<file path="src/rtl/div_pkg.sv">
// Shared types and helpers for the pipelined restoring divider (div_pipe_param).
package div_pkg;

    localparam int DIV_WIDTH = 16;
    localparam int DIV_TAG_W = 4;
    localparam int DIV_MAX_W = 64;

    // Stage payload at the default widths; modules rebuild it at their own widths.
    typedef struct packed {
        logic                 valid;
        logic [DIV_WIDTH-1:0] rem;
        logic [DIV_WIDTH-1:0] quo;
        logic [DIV_WIDTH-1:0] divisor;
        logic                 neg_q;
        logic                 neg_r;
        logic                 dz;
        logic                 ovf;
        logic [DIV_TAG_W-1:0] tag;
    } div_stage_t;

    function automatic logic [DIV_MAX_W-1:0] twos_neg(input logic [DIV_MAX_W-1:0] x);
        return ~x + 64'd1;
    endfunction

    function automatic logic [DIV_MAX_W-1:0] abs_if(input logic [DIV_MAX_W-1:0] x,
                                                    input logic neg);
        return neg ? twos_neg(x) : x;
    endfunction

    // Most negative two's-complement value of a w-bit word.
    function automatic logic [DIV_MAX_W-1:0] signed_min(input int w);
        return 64'd1 << (w - 1);
    endfunction

endpackage

</file>
<file path="src/rtl/div_pipe_stage.sv">
// One restoring shift/subtract step of the divider, registered, with advance enable.
module div_pipe_stage
    import div_pkg::*;
#(
    parameter int  WIDTH   = DIV_WIDTH,
    parameter type stage_t = div_stage_t
) (
    input  logic   clk,
    input  logic   rst_n,
    input  logic   adv,
    input  stage_t d,
    output stage_t q
);

    stage_t           nxt;
    logic [WIDTH:0]   shifted;
    logic [WIDTH:0]   trial;

    always_comb begin
        nxt     = d;
        shifted = {d.rem, d.quo[WIDTH-1]};
        trial   = shifted - {1'b0, d.divisor};
        // Special cases carry their operands through untouched for the output fix-up.
        if (!(d.dz || d.ovf)) begin
            nxt.quo = {d.quo[WIDTH-2:0], ~trial[WIDTH]};
            nxt.rem = trial[WIDTH] ? shifted[WIDTH-1:0] : trial[WIDTH-1:0];
        end
    end

    always_ff @(posedge clk or negedge rst_n) begin
        if (!rst_n) begin
            q <= '0;
        end else if (adv) begin
            q <= nxt;
        end
    end

endmodule

</file>
<file path="src/rtl/div_pipe_param.sv">
// Pipelined signed/unsigned restoring divider, WIDTH+1 stages, valid/ready on both sides.
// Define DIV_BUBBLE_COLLAPSE_EN for per-stage advance (bubbles compress behind a stall).
module div_pipe_param
    import div_pkg::*;
#(
    parameter int WIDTH = DIV_WIDTH,
    parameter int TAG_W = DIV_TAG_W
) (
    input  logic             clk,
    input  logic             rst_n,
    input  logic             in_valid,
    output logic             in_ready,
    input  logic             in_signed,
    input  logic [WIDTH-1:0] in_dividend,
    input  logic [WIDTH-1:0] in_divisor,
    input  logic [TAG_W-1:0] in_tag,
    output logic             out_valid,
    input  logic             out_ready,
    output logic [WIDTH-1:0] out_quotient,
    output logic [WIDTH-1:0] out_remainder,
    output logic [TAG_W-1:0] out_tag,
    output logic             out_dz,
    output logic             out_ovf
);

    typedef struct packed {
        logic             valid;
        logic [WIDTH-1:0] rem;
        logic [WIDTH-1:0] quo;
        logic [WIDTH-1:0] divisor;
        logic             neg_q;
        logic             neg_r;
        logic             dz;
        logic             ovf;
        logic [TAG_W-1:0] tag;
    } stage_t;

    localparam logic [WIDTH-1:0] MIN_VAL = WIDTH'(signed_min(WIDTH));

    // Handshake: a transfer happens on any edge where valid && ready; ld[i] lets stage i load.
    logic [WIDTH:0] ld;
    stage_t         pre;
    stage_t         stg_p;
    stage_t         stg [0:WIDTH];
    stage_t         last;
    logic           sgn_a;
    logic           sgn_b;

    always_comb begin
        sgn_a       = in_signed & in_dividend[WIDTH-1];
        sgn_b       = in_signed & in_divisor[WIDTH-1];
        pre         = '0;
        pre.valid   = in_valid;
        pre.tag     = in_tag;
        pre.dz      = (in_divisor == '0);
        pre.ovf     = in_signed && (in_dividend == MIN_VAL) && (in_divisor == '1);
        if (pre.dz) begin
            // Raw dividend rides in quo so the remainder can echo it unchanged.
            pre.quo = in_dividend;
        end else if (!pre.ovf) begin
            pre.quo     = WIDTH'(abs_if(64'(in_dividend), sgn_a));
            pre.divisor = WIDTH'(abs_if(64'(in_divisor), sgn_b));
            pre.neg_q   = sgn_a ^ sgn_b;
            pre.neg_r   = sgn_a;
        end
    end

    always_ff @(posedge clk or negedge rst_n) begin
        if (!rst_n) begin
            stg_p <= '0;
        end else if (ld[0]) begin
            stg_p <= pre;
        end
    end

    assign stg[0] = stg_p;

    for (genvar i = 1; i <= WIDTH; i++) begin : g_step
        div_pipe_stage #(
            .WIDTH   (WIDTH),
            .stage_t (stage_t)
        ) u_step (
            .clk   (clk),
            .rst_n (rst_n),
            .adv   (ld[i]),
            .d     (stg[i-1]),
            .q     (stg[i])
        );
    end

    assign last = stg[WIDTH];

`ifdef DIV_BUBBLE_COLLAPSE_EN
    // A stage may load when it is empty or its contents move on this edge.
    always_comb begin
        ld[WIDTH] = !last.valid || out_ready;
        for (int i = WIDTH - 1; i >= 0; i--) begin
            ld[i] = !stg[i].valid || ld[i+1];
        end
    end
`else
    assign ld = {(WIDTH+1){!last.valid || out_ready}};
`endif

    assign in_ready = ld[0];

    always_comb begin
        out_valid     = last.valid;
        out_quotient  = '0;
        out_remainder = '0;
        out_tag       = '0;
        out_dz        = 1'b0;
        out_ovf       = 1'b0;
        if (last.valid) begin
            out_tag = last.tag;
            out_dz  = last.dz;
            out_ovf = last.ovf;
            if (last.dz) begin
                out_quotient  = '1;
                out_remainder = last.quo;
            end else if (last.ovf) begin
                out_quotient  = MIN_VAL;
                out_remainder = '0;
            end else begin
                out_quotient  = last.neg_q ? WIDTH'(twos_neg(64'(last.quo))) : last.quo;
                out_remainder = last.neg_r ? WIDTH'(twos_neg(64'(last.rem))) : last.rem;
            end
        end
    end

endmodule

</file>
<file path="config.mk">
export PLATFORM = sky130hd
export DESIGN_NAME = div_pipe_param
export DESIGN_NICKNAME = d
export VERILOG_FILES = /design/src/rtl/div_pkg.sv /design/src/rtl/div_pipe_stage.sv /design/src/rtl/div_pipe_param.sv
export SDC_FILE = /design/constraint.sdc
export NUM_CORES = 2
export LEC_CHECK = 0
export CORE_UTILIZATION = 47
export CTS_CLUSTER_DIAMETER = 200
export DETAILED_ROUTE_END_ITERATION = 16
export PLACE_DENSITY_LB_ADDON = 0.2
export SYNTH_ARGS = -nofsm -noshare
export SYNTH_HDL_FRONTEND = slang
export SYNTH_SLANG_ARGS = --single-unit
</file>
<file path="constraint.sdc">
create_clock -name clk -period 5.4 [get_ports clk]
set_clock_uncertainty 0.2 [all_clocks]
set_input_delay 1.08 -clock clk [delete_from_list [all_inputs] [get_ports clk]]
set_output_delay 1.08 -clock clk [all_outputs]
set_load 0.1 [all_outputs]
</file>
* Word-level counts from Yosys, hierarchy flattened
Index checks and enable logic that the tools add are counted.
** Cells by class
- Add/sub/neg operators :: 20
- Multipliers :: 0
- Div/mod/pow operators :: 0
- Magnitude comparators :: 0
- Equality and inequality tests :: 2
- Shifts and indexed selects :: 0
- Muxes and demuxes :: 48
- Bitwise logic cells :: 23
- Reductions and logical operators :: 21
** Operators by type and width (number)
- 32-bit 2-to-1 mux :: 16
- 16-bit 2-to-1 mux :: 27
- 17-bit by 16-bit subtractor with 17-bit output :: 15
- 16-bit by 1-bit adder with 16-bit output, second input constant :: 4
- 16-bit inverter :: 4
- 34-bit 2-to-1 mux :: 1
- 16-bit equality test, second input constant :: 2
- 18-bit 2-to-1 mux :: 1
- 1-bit logical OR :: 17
- 1-bit by 16-bit subtractor with 17-bit output :: 1
- 16-bit zero test :: 1
- 1-bit inverter :: 16
- 4-bit 2-to-1 mux :: 1
- 1-bit bitwise AND :: 2
- 1-bit logical AND :: 2
- 1-bit 2-to-1 mux :: 2
- 1-bit zero test :: 1
- 1-bit XOR :: 1
** Storage, ports and cells
- Flip-flop bits (word level) :: 937
- Latch bits :: 0
- RAM bits :: 0
- Memory bits (read-only) :: 0
- Input bits :: 41
- Output and inout bits :: 40
- Logic and storage cells :: 265
- Memories kept :: 0

* Longest topological paths before layout
- Depth after elaboration :: 6
- Gate-level depth with buffers :: 13

* Cells and area by module
Synthesis repeated with hierarchy kept, for this count alone.
** Second synthesis, totals
- Cells, all modules :: 6572
- Area, all modules :: 58668.8 µm²
** By module, submodules not included
- div_pipe_stage (g_step[16].u_step ...) :: instances 10, cells an instance 381, area each 3454.6 µm², sequential area each 1426.4 µm²
- div_pipe_stage (g_step[10].u_step ...) :: instances 6, cells an instance 395, area each 3495.9 µm², sequential area each 1426.4 µm²
- div_pipe_param :: instances 1, cells an instance 392, area each 3148.0 µm², sequential area each 1026.0 µm²

* Worst setup path before layout
OpenSTA, ideal clock, no wires.
- Path kind :: register -> output
- Start :: reg g_step[16].u_step.q[44] (netlist bit)
- End :: out out_remainder[13]
- Data arrival time :: 4.122 ns
- Required time :: 4.120 ns
- Path slack :: -0.002 ns
- Stages on the path, launching flop included :: 8
- Buffers on the path :: 0
- Path through :: dfrtp_1 or4_1 nor3_1 nand3_1 or4_1 o31ai_1 xor2_1 o21ai_0
** Between the ends
- Longest elaborated chain between the ends :: 6
** RTL lines
- start: declaration :: RTL line div_pipe_stage.sv:12 : output stage_t q
- start signal: assignment :: RTL line div_pipe_stage.sv:34 : q <= nxt;
- 16-bit inverter :: RTL line div_pkg.sv:22 : return ~x + 64'd1;
- 16-bit by 1-bit adder with 16-bit output :: RTL line div_pkg.sv:22
- 16-bit 2-to-1 mux :: RTL line div_pipe_param.sv:126 : out_remainder = last.neg_r ? WIDTH'(twos_neg(64'(last.rem))) : last.rem;
- 16-bit 2-to-1 mux :: RTL line div_pipe_param.sv:121 : end else if (last.ovf) begin
- 16-bit 2-to-1 mux :: RTL line div_pipe_param.sv:118 : if (last.dz) begin
- 16-bit 2-to-1 mux :: RTL line div_pipe_param.sv:114 : if (last.valid) begin
- end: declaration :: RTL line div_pipe_param.sv:20 : output logic [WIDTH-1:0] out_remainder,
Every way passes these cells.

* Worst setup path in the final report
- Start :: reg g_step[16].u_step.q[44] (netlist bit)
- End :: out out_remainder[7]
Same word-level chain as after synthesis.

==> summary.txt <==
Clock tree
  • PostCTS Resize Cnt: 0
  • Clock slew at reported path FFs: approximately 60 ps
  • H-tree levels: 3
  • CTS sink cnt: 937
  • CTS Buffer Depth: 3
  • CTS Hold Bufs: 0
  • Cts bufs inserted: about 100
  • TritonCTS clock tree: yes
  • Clk_lat worst skew: 690 ps
  • # Post-CTS Setup Buffers: 0
  • Clk root buf: clkbuf_16

Routing
  • WL per Instance: around 17 um
  • Drt total wl: about 130000 um
  • DR iter-0 viols: 3016
  • Vias post-DR: 45800
  • Final ANT Viol Nets: 0
  • Drt via density: 5.65
  • DRC Markers: 0
  • First-pass iteration count of the detailed router: 5

Synthesis
  • Register area share after synthesis: 0.429
  • Synthesized area: 0.0547 mm2
  • Yosys top cell area share: 0.429
  • Area contributors post-synth: dfrtp_1 43%, nand2_1 10%, o21ai_0 6.5%, ha_1 5.7%, nor2_1 3.4%
  • Post-synth EDFFs: 0
  • Syn Nets: 6898
  • Post-synth top area cell: dfrtp_1
  • Yosys cell types: 73
  • Ys flop type: dfrtp_1
  • Average cell area after synthesis: roughly 8.3 um2
  • Synth warn: 0
  • #FFs+latches synth: ~940
  • Syn Inst Count: 6595
  • Ys async rst share: 1.00

STA
  • Worst hold slack: 151 ps
  • Hold Vio Cnt, Final: 0
  • Fin crit share: 0.880
  • Final setup viols: 0
  • Fmax: 210 MHz
  • Slew Viols, Final: 0
  • Total negative slack: 0 ps
  • Worst slew margin: 0.327
  • Least-Margin Pin Slew: 1010 ps
  • RSZ-0062 raised after global routing: no
  • Minimum clock period: around 4800 ps

Worst setup path
  • Worst r2r path cells: 9
  • FF-to-FF Start: g_step[8].u_step.q[41]$_DFFE_PN0P_
  • CP max stage delay: 1170 ps
  • R2r setup slk: 1450 ps
  • Worst Path Required: between 4000 and 5000 ps
  • FF-to-FF End: g_step[9].u_step.q[43]$_DFFE_PN0P_
  • Crit end category: output pin
  • Critical-path top delay cell: clkdlybuf4s50_1
  • Critical path class: flop to output pin
  • CP Launch Point: g_step[16].u_step.q[44]$_DFFE_PN0P_
  • Startpoint types: flop
  • Worst path cell trace: or4_1 -> o31ai_1 -> xor2_1 -> o21ai_0 -> clkdlybuf4s50_1
  • Crit path DAT: 3470 ps
  • Worst Path Max Fanout: 4

Layout
  • Final core utilization: 0.525
  • Most common cell after layout, fill and taps aside: nand2_1
  • # diodes: 0
  • Design area: between 0.06 and 0.07 mm2
  • Layout cells sized above 1: 0.0461
  • Final nets: 6816
  • Area grow syn2layout: 10.2%
  • Most frequent cells in the layout: 1494 x nand2_1, 937 x dfrtp_1, 709 x o21ai_0

GRT
  • Gr usage total: 0.227
  • Grt ovf: 0
  • Vias in the first global route: 43700
  • Pin count of the biggest net entering global routing: roughly 200
  • First-pass GRT wire length: between 200000 and 250000 um
  • Initial antenna violation count: 0

Run
  • Max_cap viols: 0

Placed design
  • Routability cong.: 0.888
  • Dpl hpwl: roughly 97000 um
  • PortBufs: 80
  • Placed Area: 0.0569 mm2

Floorplanning
  • Die Area: about 0.12 mm2
  • I/O Pins: between 80 and 90
  • Initial core utilization: 0.476
  • Std cell rows: about 120
  • Core ar.: 0.115 mm2
  • Die W: about 340 um
  • Die Span Y: 343 um

Outcome
  • Status: completed

Min path
  • Worst Hold Class: input port to async pin
-- cell type report --
cell class / count / area, um2
sequential: 937 / 23400
inverter: 359 / 1360
fill: 11000 / 54500
tap: 1512 / 1890
timing repair buffer: 148 / 1480
clock inverter: 27 / 367
multi-input combinational: 4966 / 28700
clock buffer: 155 / 3030
-- stage by stage --
stage               setup slack (ps)  instances
floorplan                       78.7       6595
global placement                 892       7922
detailed placement               818       7922
CTS                              616       8104
global route                     471       8104
finish                           646       8104
-- worst max-delay path by stage --
stage / endpoint / slack [ps] / cells past startpoint
detailed placement: stg[926]$_DFFE_PN0P_ / 820 / 9
global placement: stg[929]$_DFFE_PN0P_ / 890 / 9
floorplan: out_quotient[13] / 80 / 9
finish: out_remainder[7] / 650 / 5
global route: out_remainder[7] / 470 / 5
CTS: out_quotient[8] / 620 / 8
-- cell families (layout without fill, tap and decap cells) --
kind of cell    count (synthesis)  after routing  synth area share
compound gates               1849           1849             0.210
simple gates                 2525           2525             0.195
buf+inv                       692            689            0.0478
xor+xnor                      202            202            0.0323
mux                           128            128            0.0240
fa+ha+maj                     262            262            0.0620
flops                         937            937             0.429
-- critical path: cells and delay by family, from the launching register on --
family / cells / cell delay [ps]
DFF: 1 / 410
and+or+nand+nor: 1 / 590
AOI/OAI and AO/OA: 2 / 490
xor gates and xnor gates: 1 / 130
buffers and inverters: 1 / 1170
-- state kept, by name, indices dropped and copies added (netlist names) --
name,flops
g_step.u_step.q,896
stg,41
-- cell usage after synthesis, drive strengths merged (97+ instances only) --
cell type / instances
nor3: 161
a31oi: 287
xnor2: 103
inv: 359
clkbuf: 311
a21oi: 205
nand2: 1494
a22oi: 114
dfrtp: 937
o21ai: 712
nor2: 494
xor2: 99
ha: 247
o31ai: 97
mux2i: 105
-- layer usage --
metal	vias up	GRT usage	share of wire
met5	-	0	0
met4	0	0.0657	0.027
met3	222	0.0234	0.032
met2	793	0.385	0.48
met1	21800	0.308	0.46
li1	22900	-	-
Power is left out: the tool's default activity adds up to more than one toggle a clock period on the data nets, which glitch-free logic cannot reach.
